[src/rtl/muldiv_sequencer_if.sv]
// Control-unit handshake and ALU datapath bundle
// for the multi-cycle MULTU/DIVU sequencer.
interface muldiv_sequencer_if #(
  parameter int WIDTH = 32
);
  logic             start;
  logic             mode;
  logic [WIDTH-1:0] a;
  logic [WIDTH-1:0] b;
  logic             busy;
  logic             done;
  logic [WIDTH-1:0] hi;
  logic [WIDTH-1:0] lo;
  logic             div_by_zero;
  logic [WIDTH-1:0] alu_lop;
  logic [WIDTH-1:0] alu_rop;
  logic [1:0]       alu_op;
  logic [WIDTH-1:0] alu_result;
  logic             alu_zero;

  modport master (
    output start, mode, a, b,
    output alu_result, alu_zero,
    input  busy, done, hi, lo, div_by_zero,
    input  alu_lop, alu_rop, alu_op
  );

  modport slave (
    input  start, mode, a, b,
    input  alu_result, alu_zero,
    output busy, done, hi, lo, div_by_zero,
    output alu_lop, alu_rop, alu_op
  );
endinterface

[src/rtl/muldiv_sequencer.sv]
// Sequencer running shift-add multiply and restoring
// divide through the shared single-cycle ALU.
module muldiv_sequencer #(
  parameter int WIDTH = 32,
  parameter int CNT_W = 6
) (
  input logic clk,
  input logic rst,
  muldiv_sequencer_if.slave bus
);

  localparam logic [1:0] OP_ADD = 2'b00;
  localparam logic [1:0] OP_SUB = 2'b01;
  localparam logic [1:0] OP_SLT = 2'b10;

  typedef enum logic [2:0] {
    IDLE,
    MUL,
    DIV_CMP,
    DIV_SUB,
    DONE
  } state_e;

  state_e           state_q, state_d;
  logic [WIDTH-1:0] hi_q, hi_d;
  logic [WIDTH-1:0] lo_q, lo_d;
  logic [WIDTH-1:0] opnd_q, opnd_d;
  logic [CNT_W-1:0] cnt_q, cnt_d;
  logic             dbz_q, dbz_d;

  logic [WIDTH-1:0] rem_sh;
  logic             last;
  logic             carry;

  // Shifted partial remainder; fits in WIDTH bits
  // because the remainder before bit k is < 2^k.
  assign rem_sh = {hi_q[WIDTH-2:0], lo_q[WIDTH-1]};
  assign last   = (cnt_q == CNT_W'(WIDTH - 1));
  assign carry  = (bus.alu_result < hi_q);

  assign bus.busy = (state_q == MUL) ||
                    (state_q == DIV_CMP) ||
                    (state_q == DIV_SUB);
  assign bus.done        = (state_q == DONE);
  assign bus.hi          = hi_q;
  assign bus.lo          = lo_q;
  assign bus.div_by_zero = dbz_q;

  // ALU operand/op selection per state
  always_comb begin
    bus.alu_lop = '0;
    bus.alu_rop = '0;
    bus.alu_op  = OP_ADD;
    unique case (state_q)
      MUL: begin
        bus.alu_lop = hi_q;
        bus.alu_rop = lo_q[0] ? opnd_q : '0;
      end
      DIV_CMP: begin
        bus.alu_op  = OP_SLT;
        bus.alu_lop = rem_sh;
        bus.alu_rop = opnd_q;
      end
      DIV_SUB: begin
        bus.alu_op  = OP_SUB;
        bus.alu_lop = hi_q;
        bus.alu_rop = opnd_q;
      end
      default: ;
    endcase
  end

  // Next-state and datapath register updates
  always_comb begin
    state_d = state_q;
    hi_d    = hi_q;
    lo_d    = lo_q;
    opnd_d  = opnd_q;
    cnt_d   = cnt_q;
    dbz_d   = dbz_q;
    unique case (state_q)
      IDLE: begin
        if (bus.start) begin
          dbz_d = 1'b0;
          cnt_d = '0;
          if (!bus.mode) begin
            hi_d    = '0;
            lo_d    = bus.b;
            opnd_d  = bus.a;
            state_d = MUL;
          end else if (bus.b != '0) begin
            hi_d    = '0;
            lo_d    = bus.a;
            opnd_d  = bus.b;
            state_d = DIV_CMP;
          end else begin
            hi_d    = bus.a;
            lo_d    = '1;
            dbz_d   = 1'b1;
            state_d = DONE;
          end
        end
      end
      MUL: begin
        {hi_d, lo_d} = {carry, bus.alu_result,
                        lo_q[WIDTH-1:1]};
        cnt_d = cnt_q + CNT_W'(1);
        if (last) state_d = DONE;
      end
      DIV_CMP: begin
        hi_d = rem_sh;
        lo_d = {lo_q[WIDTH-2:0], 1'b0};
        if (bus.alu_zero) begin
          state_d = DIV_SUB;
        end else begin
          cnt_d   = cnt_q + CNT_W'(1);
          state_d = last ? DONE : DIV_CMP;
        end
      end
      DIV_SUB: begin
        hi_d    = bus.alu_result;
        lo_d[0] = 1'b1;
        cnt_d   = cnt_q + CNT_W'(1);
        state_d = last ? DONE : DIV_CMP;
      end
      DONE: state_d = IDLE;
      default: state_d = IDLE;
    endcase
  end

  // State and datapath registers
  always_ff @(posedge clk or posedge rst) begin
    if (rst) begin
      state_q <= IDLE;
      hi_q    <= '0;
      lo_q    <= '0;
      opnd_q  <= '0;
      cnt_q   <= '0;
      dbz_q   <= 1'b0;
    end else begin
      state_q <= state_d;
      hi_q    <= hi_d;
      lo_q    <= lo_d;
      opnd_q  <= opnd_d;
      cnt_q   <= cnt_d;
      dbz_q   <= dbz_d;
    end
  end

endmodule

[src/flat_wrapper.sv]
// flat-port wrapper written by rule: the top's interface ports become plain ports
module muldiv_sequencer_flat 
#(
  parameter int WIDTH = 32,
  parameter int CNT_W = 6
)
  (clk, rst, bus_start, bus_mode, bus_a, bus_b, bus_alu_result, bus_alu_zero, bus_busy, bus_done, bus_hi, bus_lo, bus_div_by_zero, bus_alu_lop, bus_alu_rop, bus_alu_op);
  muldiv_sequencer_if #(.WIDTH(WIDTH)) bus_i ();
  input logic clk;
  input logic rst;
  input wire logic [$bits(bus_i.start)-1:0] bus_start;
  input wire logic [$bits(bus_i.mode)-1:0] bus_mode;
  input wire logic [$bits(bus_i.a)-1:0] bus_a;
  input wire logic [$bits(bus_i.b)-1:0] bus_b;
  input wire logic [$bits(bus_i.alu_result)-1:0] bus_alu_result;
  input wire logic [$bits(bus_i.alu_zero)-1:0] bus_alu_zero;
  output wire logic [$bits(bus_i.busy)-1:0] bus_busy;
  output wire logic [$bits(bus_i.done)-1:0] bus_done;
  output wire logic [$bits(bus_i.hi)-1:0] bus_hi;
  output wire logic [$bits(bus_i.lo)-1:0] bus_lo;
  output wire logic [$bits(bus_i.div_by_zero)-1:0] bus_div_by_zero;
  output wire logic [$bits(bus_i.alu_lop)-1:0] bus_alu_lop;
  output wire logic [$bits(bus_i.alu_rop)-1:0] bus_alu_rop;
  output wire logic [$bits(bus_i.alu_op)-1:0] bus_alu_op;
  assign bus_i.start = bus_start;
  assign bus_i.mode = bus_mode;
  assign bus_i.a = bus_a;
  assign bus_i.b = bus_b;
  assign bus_i.alu_result = bus_alu_result;
  assign bus_i.alu_zero = bus_alu_zero;
  assign bus_busy = bus_i.busy;
  assign bus_done = bus_i.done;
  assign bus_hi = bus_i.hi;
  assign bus_lo = bus_i.lo;
  assign bus_div_by_zero = bus_i.div_by_zero;
  assign bus_alu_lop = bus_i.alu_lop;
  assign bus_alu_rop = bus_i.alu_rop;
  assign bus_alu_op = bus_i.alu_op;
  muldiv_sequencer #(.WIDTH(WIDTH), .CNT_W(CNT_W)) u_core (.clk(clk), .rst(rst), .bus(bus_i));
endmodule
[config.mk]
export PLATFORM = sky130hd
export DESIGN_NAME = muldiv_sequencer_flat
export DESIGN_NICKNAME = d
export VERILOG_FILES = /design/src/rtl/muldiv_sequencer_if.sv /design/src/rtl/muldiv_sequencer.sv /design/src/flat_wrapper.sv
export SDC_FILE = /design/constraint.sdc
export NUM_CORES = 1
export LEC_CHECK = 0
export CAP_MARGIN = 20
export CORE_MARGIN = 10
export CORE_UTILIZATION = 47
export DETAILED_ROUTE_END_ITERATION = 16
export HOLD_SLACK_MARGIN = 0.06
export PLACE_DENSITY = 0.88
export SLEW_MARGIN = 30
export SYNTH_ARGS = -nofsm -noshare
export SYNTH_HDL_FRONTEND = slang
export SYNTH_SLANG_ARGS = --single-unit
[constraint.sdc]
create_clock -name clk -period 4.1 [get_ports clk]
set_input_delay 0.82 -clock clk [delete_from_list [all_inputs] [get_ports clk]]
set_output_delay 0.82 -clock clk [all_outputs]
set_load 0.005 [all_outputs]
==> run metrics, run 1 <==
worst hold path class reg2reg; H-tree depth 3; Root Buffer clkbuf_16; total gr overflow 0; library cells used by synthesis 52; Main synth FF type dfrtp_1; pin count of the biggest net entering global routing between 60 and 70; Yosys top cell by area dfrtp_1; critical path's slowest cell clkdlybuf4s50_1; count leader, synth dfrtp_1; Fin Setup TNS 0 ns; final setup margin 0.814 ns; clk buf depth 2; post-CTS sizing 0; Mapped Area 7280 um^2; RSZ-0062 raised after global routing no; WP data arrival 2.47 ns; vias in the first global route approximately 7,600; layout cell share with drive strength beyond 1 6.69%; Final Hold Fails 0; io pins 234; Mean Syn Cell Area around 9 um^2; most common library cells after synthesis dfrtp_1, a21oi_1, mux2i_1, nor2_1, o21ai_0; skew final 0.00673 ns; area share of the largest cell type after synthesis 36.5%; Final setup viols 0; Worst Setup SP u_core.state_q[2]$_DFFE_PP0P_; Die Wd 144 um; initial DRC count 955; Critical Path Source Type flip-flop; CP peak stage delay 0.54 ns; Detailed Place HPWL 20.2 mm; setup bufs post-CTS 0; Total GRT Usage 25.6%; Die H around 140 um; sequential fraction of the synthesis area 36.5%; initial antenna violation count 1; Buffers on Ports 233; WP data required 3.28 ns; die area 20,900 um^2; async set or reset register ratio after synthesis 100%; hold_sp u_core.opnd_q[20]$_DFFE_PP0P_; RR Startpoint u_core.state_q[1]$_DFFE_PP0P_; power per cell area 810 nW/um^2; drt first pass iters 6; Crit Path Max Fanout 52; Setup WS pre-CTS 0.801 ns; flops & latches, synth 106; # Max-Cap Violations 0; Tightest Pin Transition around 0.75 ns; DRC 0; Starting Density 47.9%; EDFF count, synth 0; cell count after synthesis 811; GP Congestion 0.897; Achievable Freq slightly above 300 MHz; CP endpoint kind output pin; Mapped Nets 944; cell family with most CP delay buffers and inverters; P_leak around 4.2 nW; Max rail drop VDD between 500 and 600 uV; Worst-path clk slew 0.07 ns; fin. max-slew vios 0; first-pass GRT wire length 42.0 mm; overall routed net length 27.2 mm; CP bufs+invs 3; final worst-path cycle share approximately four fifths; Cell Chain, Critical Path buf_4, nor2_4, buf_12, a22o_1, clkdlybuf4s50_1; num rows 45; vias per cell 6.34; Slew HR 50.1%; synth warn 0; Layout Nets 1,144; clock latency on the worst-skew pair 0.35 ns; area delta synth->final 39.1%; Final ANT Viol Nets 0; synth top area cells dfrtp_1, mux2i_1, ha_1; CP Class reg2out; Num CTS Buffers 9; core area around 15,000 um^2; clock sinks about 110; TritonCTS clock tree done; via count between 7,000 and 8,000; Wirelength per Cell 22.5 um; Final min period 3.29 ns; status completed; hold bufs inserted after CTS 0
==> worst paths after layout <==
check	end	slack [ns]	depth (start not counted)
hold reg to reg	u_core.opnd_q[20]$_DFFE_PP0P_	0.48	2
min in group asynchronous	u_core.opnd_q[6]$_DFFE_PP0P_	0.94	2
setup / recovery	bus_alu_lop[31]	0.81	5
max in group asynchronous	u_core.bus.hi[21]$_DFFE_PP0P_	2.40	3
setup reg to reg	u_core.bus.lo[22]$_DFFE_PP0P_	1.50	7
hold / removal	u_core.opnd_q[20]$_DFFE_PP0P_	0.48	2
==> power by group <==
| part | internal [mW] | switching [mW] | total [mW] | leakage (nW) |
|---|---|---|---|---|
| combinational | 2.62 | 2.56 | 5.18 | 2.80 |
| clock | 0.510 | 0.417 | 0.927 | 0.148 |
| sequential | 1.58 | 0.513 | 2.09 | 1.28 |
| total | 4.70 | 3.49 | 8.19 | 4.23 |
==> routing by layer <==
metal	vias to the layer above	wire length, um	track usage [%]
met2	459	12700	40.7
met3	90	2920	6.92
met4	0	837	9.95
met5	-	0	0
met1	3633	10700	32.2
li1	3456	-	-
==> cell type report <==
class | count | area (um^2)
diodes | 1 | 2.50
multi-input cells | 599 | 4230
clock inverters | 5 | 62.6
flip-flops and latches | 106 | 2650
well taps | 188 | 235
fillers | 1241 | 5080
repair buffers | 257 | 2530
inverters | 38 | 145
clock buffers | 11 | 253
==> metrics by stage <==
step	std cells	hold slack, ns	utilization [%]	area, um^2	power, mW
final	1205	0.476	66.6	10100	8.19
after global routing	1205	0.504	66.6	10100	8.81
after CTS	1204	0.478	66.5	10100	8.19
after detailed placement	1188	0.462	64.4	9790	7.23
after global placement	1188	0.453	64.4	9780	7.06
after floorplan	811	0.442	-	7280	4.80
==> flip-flops by register name, indices dropped and copies added (netlist names) <==
register / cells
u_core.opnd_q: 32
u_core.cnt_q: 6
u_core.bus.lo: 32
u_core.bus.div_by_zero: 1
u_core.bus.hi: 32
u_core.state_q: 3
==> cells in the final DEF (no fill, tap or decap), types with 3 or more instances in the layout <==
| master | n |
|---|---|
| o22ai_1 | 29 |
| a21oi_1 | 61 |
| or3_1 | 17 |
| xor2_1 | 4 |
| nor4_1 | 4 |
| o21ai_0 | 51 |
| a22oi_1 | 46 |
| a31oi_1 | 33 |
| inv_1 | 37 |
| mux2_2 | 4 |
| a211oi_1 | 3 |
| a22o_1 | 33 |
| o21ai_1 | 6 |
| nand2b_1 | 5 |
| buf_4 | 22 |
| nor2_1 | 50 |
| mux2i_1 | 61 |
| and2_1 | 34 |
| nor4_4 | 5 |
| o221ai_1 | 31 |
| clkbuf_16 | 9 |
| dfrtp_1 | 105 |
| clkdlybuf4s50_1 | 232 |
| ha_1 | 32 |
| nand4_1 | 7 |
| nand2_1 | 49 |
==> logic make-up after synthesis <==
logic type	count (synthesis)	synth area share, %
AOI/OAI and AO/OA	308	28.2
and+or+nand+nor	190	14.4
buffers and inverters	106	5.95
DFF	106	36.5
muxes	65	9.01
adders and majority gates	32	5.50
xor gates and xnor gates	4	0.481
==> worst reg2reg max path, stage by stage, from the launching register on <==
cell,delay [ns]
dfrtp_2,0.43
buf_4,0.36
nor3_4,0.19
or2_2,0.51
a21oi_4,0.45
buf_4,0.34
nor2_1,0.07
a31oi_1,0.16
(Power assumes the default switching activity.)
==> inputs of run 2 (changes only) <==
--- a/config.mk
+++ b/config.mk
@@ -7,10 +7,10 @@
 export LEC_CHECK = 0
 export CAP_MARGIN = 20
 export CORE_MARGIN = 10
-export CORE_UTILIZATION = 47
+export CORE_UTILIZATION = 43
 export DETAILED_ROUTE_END_ITERATION = 16
 export HOLD_SLACK_MARGIN = 0.06
-export PLACE_DENSITY = 0.88
+export PLACE_DENSITY = 0.85
 export SLEW_MARGIN = 30
 export SYNTH_ARGS = -nofsm -noshare
 export SYNTH_HDL_FRONTEND = slang
==> constraint.sdc (replaced) <==
create_clock -name clk -period 2.8 [get_ports clk]
set_input_delay 0.56 -clock clk [delete_from_list [all_inputs] [get_ports clk]]
set_output_delay 0.56 -clock clk [all_outputs]
set_load 0.005 [all_outputs]
==> run metrics, run 2 (synthesized netlist as in run 1, its figures left out) <==
status completed; Final setup viols 0 (unchanged); switching share of total power 42.6% (about the same); die area 22,500 um^2 (+8.0%); Starting Density 43.9% (-4.0 points); Tightest Pin Transition 0.669 ns (-0.0804 ns); area delta synth->final 41.7%; pin count of the biggest net entering global routing 107 (+65%); first-pass GRT wire length 42.1 mm (+0.28%); fin. max-slew vios 0 (unchanged); TritonCTS clock tree done; # Max-Cap Violations 0 (unchanged); final worst-path cycle share between 90% and 100%; overall power 12.1 mW (+47%); Die H 150 um (+3.9%); Root Buffer clkbuf_16; initial antenna violation count 0 (-1); Layout Nets 1,163 (+1.7%); ANT cells 0 (-1); Detailed Place HPWL 21.0 mm (+3.9%); drt first pass iters 6 (unchanged); RR Startpoint u_core.bus.hi[1]$_DFFE_PP0P_; final core utilization 62.2% (-4.4 points); cell family with most CP delay buffers and inverters; Num CTS Buffers 9 (unchanged); skew final 0.00984 ns (+0.00311 ns); fill count 1,391 (+12%); Buffers on Ports 233 (unchanged); final setup margin 0.141 ns (-0.673 ns); clock latency on the worst-skew pair 0.36 ns (about the same); CP Class reg2out; Wirelength per Cell 22.0 um (-2.6%); P_leak 4.33 nW (+2.3%); hold bufs inserted after CTS 0 (unchanged); via count 7,673 (+0.46%); CP bufs+invs 2 (-1); Slew HR 55.3% (+5.2 points); Total GRT Usage 23.6% (-1.9 points); Cell Chain, Critical Path nand2b_1, nor2_4, buf_12, a22o_1, clkdlybuf4s50_1; Final Hold Fails 0 (unchanged); Die Wd 150 um (+3.9%); core area 16,600 um^2 (+9.1%); WP data required 2.24 ns (-1.04 ns); Max rail drop VDD 582 uV (-2.1%); vias in the first global route 7,454 (-1.6%); Clock power frac 10.5% (-0.8 points); layout cell share with drive strength beyond 1 8.41% (+1.7 points); Final ANT Viol Nets 0 (unchanged); vias per cell 6.11 (-3.5%); RSZ-0062 raised after global routing no; hold endpoint u_core.opnd_q[14]$_DFFE_PP0P_; power per cell area 1170 nW/um^2 (+44%); most frequent cells in the layout clkdlybuf4s50_1, dfrtp_1, a21oi_1, mux2i_1, o21ai_0; num rows 47 (+4.4%); GP Congestion 0.917 (+2.3%); CP endpoint kind output pin; Flop pwr share 25.8% (+0.3 points); Critical Path Source Type flip-flop; reg2reg end u_core.bus.hi[31]$_DFFE_PP0P_; Achievable Freq 376 MHz; H-tree depth 3 (unchanged); Crit Path Max Fanout 35 (-33%); clk buf depth 2 (unchanged); Pint 6.92 mW (+47%); Register Area 2650 um^2 (unchanged); Reg2Reg Depth 6 (-1); hold path cells 2 (unchanged); setup bufs post-CTS 0 (unchanged); area of the multi-input gates 4230 um^2 (about the same); Final min period 2.66 ns; WP data arrival 2.10 ns (-0.37 ns); Worst-path clk slew 0.08 ns (about the same); CP peak stage delay 0.51 ns (-0.03 ns); clock sinks 106 (unchanged); Setup WS pre-CTS 0.0504 ns (-0.751 ns); total gr overflow 0 (unchanged); hold_sp u_core.opnd_q[14]$_DFFE_PP0P_; Fin Setup TNS 0 ns (unchanged); initial DRC count 680 (-29%); Comb power frac 63.7% (+0.5 points); switching pwr 5.13 mW (+47%); overall routed net length 27.6 mm (+1.4%); critical path's slowest cell clkdlybuf4s50_1; worst hold path class reg2reg; reg2reg setup slack 0.51 ns (-0.99 ns); io pins 234 (unchanged); most common cell after layout, fill and taps aside clkdlybuf4s50_1; DRC 0 (unchanged)
-- run 2: cell types whose count changed in the layout (fill, tap and decap cells not counted), sizes merged --
cell	previous run	this run
diode	1	0
clkinvlp	2	1
buf	25	44
clkinv	2	4
bufinv	1	0
inv	38	39
clkbuf	11	10
-- run 2: cell type report --
type | count | area share, %
Tap cell | 220 | 2.67
Clock buffer | 10 | 2.32
Inverter | 38 | 1.42
Multi-Input combinational cell | 599 | 41.0
Timing Repair Buffer | 276 | 26.3
Sequential cell | 106 | 25.7
Clock inverter | 6 | 0.473
-- run 2: how the worst max path moves through the flow --
stage	startpoint	endpoint	slack [ns]	cells after the start
final	u_core.state_q[0]$_DFFE_PP0P_	bus_alu_lop[29]	0.14	5
after global routing	u_core.state_q[0]$_DFFE_PP0P_	bus_alu_lop[9]	0.02	5
after CTS	u_core.state_q[0]$_DFFE_PP0P_	bus_alu_lop[22]	0.07	5
after detailed placement	bus_alu_result[1]	u_core.bus.hi[31]$_DFFE_PP0P_	0.05	6
after global placement	bus_alu_result[1]	u_core.bus.hi[31]$_DFFE_PP0P_	0.08	6
after floorplan	u_core.state_q[0]$_DFFE_PP0P_	bus_alu_lop[19]	0.72	6
-- run 2: power by group through the flow --
stage          clock network, mW  logic (mW)  registers (mW)
6_report                    1.27        7.67            3.11
5_1_grt                     1.34        8.41            3.21
4_1_cts                     1.28        7.70            3.09
3_5_place_dp                   0        7.67            3.11
3_3_place_gp                   0        7.42            3.09
2_1_floorplan                  0        4.16            2.87
-- run 2: per-layer routing --
metal | vias to the layer above | wire length, um | GRT usage (%)
li1 | 3502 | - | -
met1 | 3710 | 11100 | 30.2
met2 | 411 | 12900 | 37.6
met3 | 50 | 3010 | 6.91
met4 | 0 | 561 | 7.43
met5 | - | 0 | 0
-- run 2: worst min-delay path, cell delays in order, from the launching register on --
cell and delay, ns:
dfrtp_1 0.34, nand2_1 0.04, o21ai_0 0.06
-- run 2: stage by stage --
step,hold slack [ns],area (um^2),cells
global route,0.507,10300,1255
finish,0.475,10300,1255
CTS,0.479,10300,1255
global placement,0.454,10000,1239
floorplan,0.442,7280,811
detailed placement,0.463,10000,1239
-- run 2: timing repair --
action	in CTS	in global routing
setup endpoints to repair	0	20
resized for setup	0	1
endpoints found under the hold margin	0	0
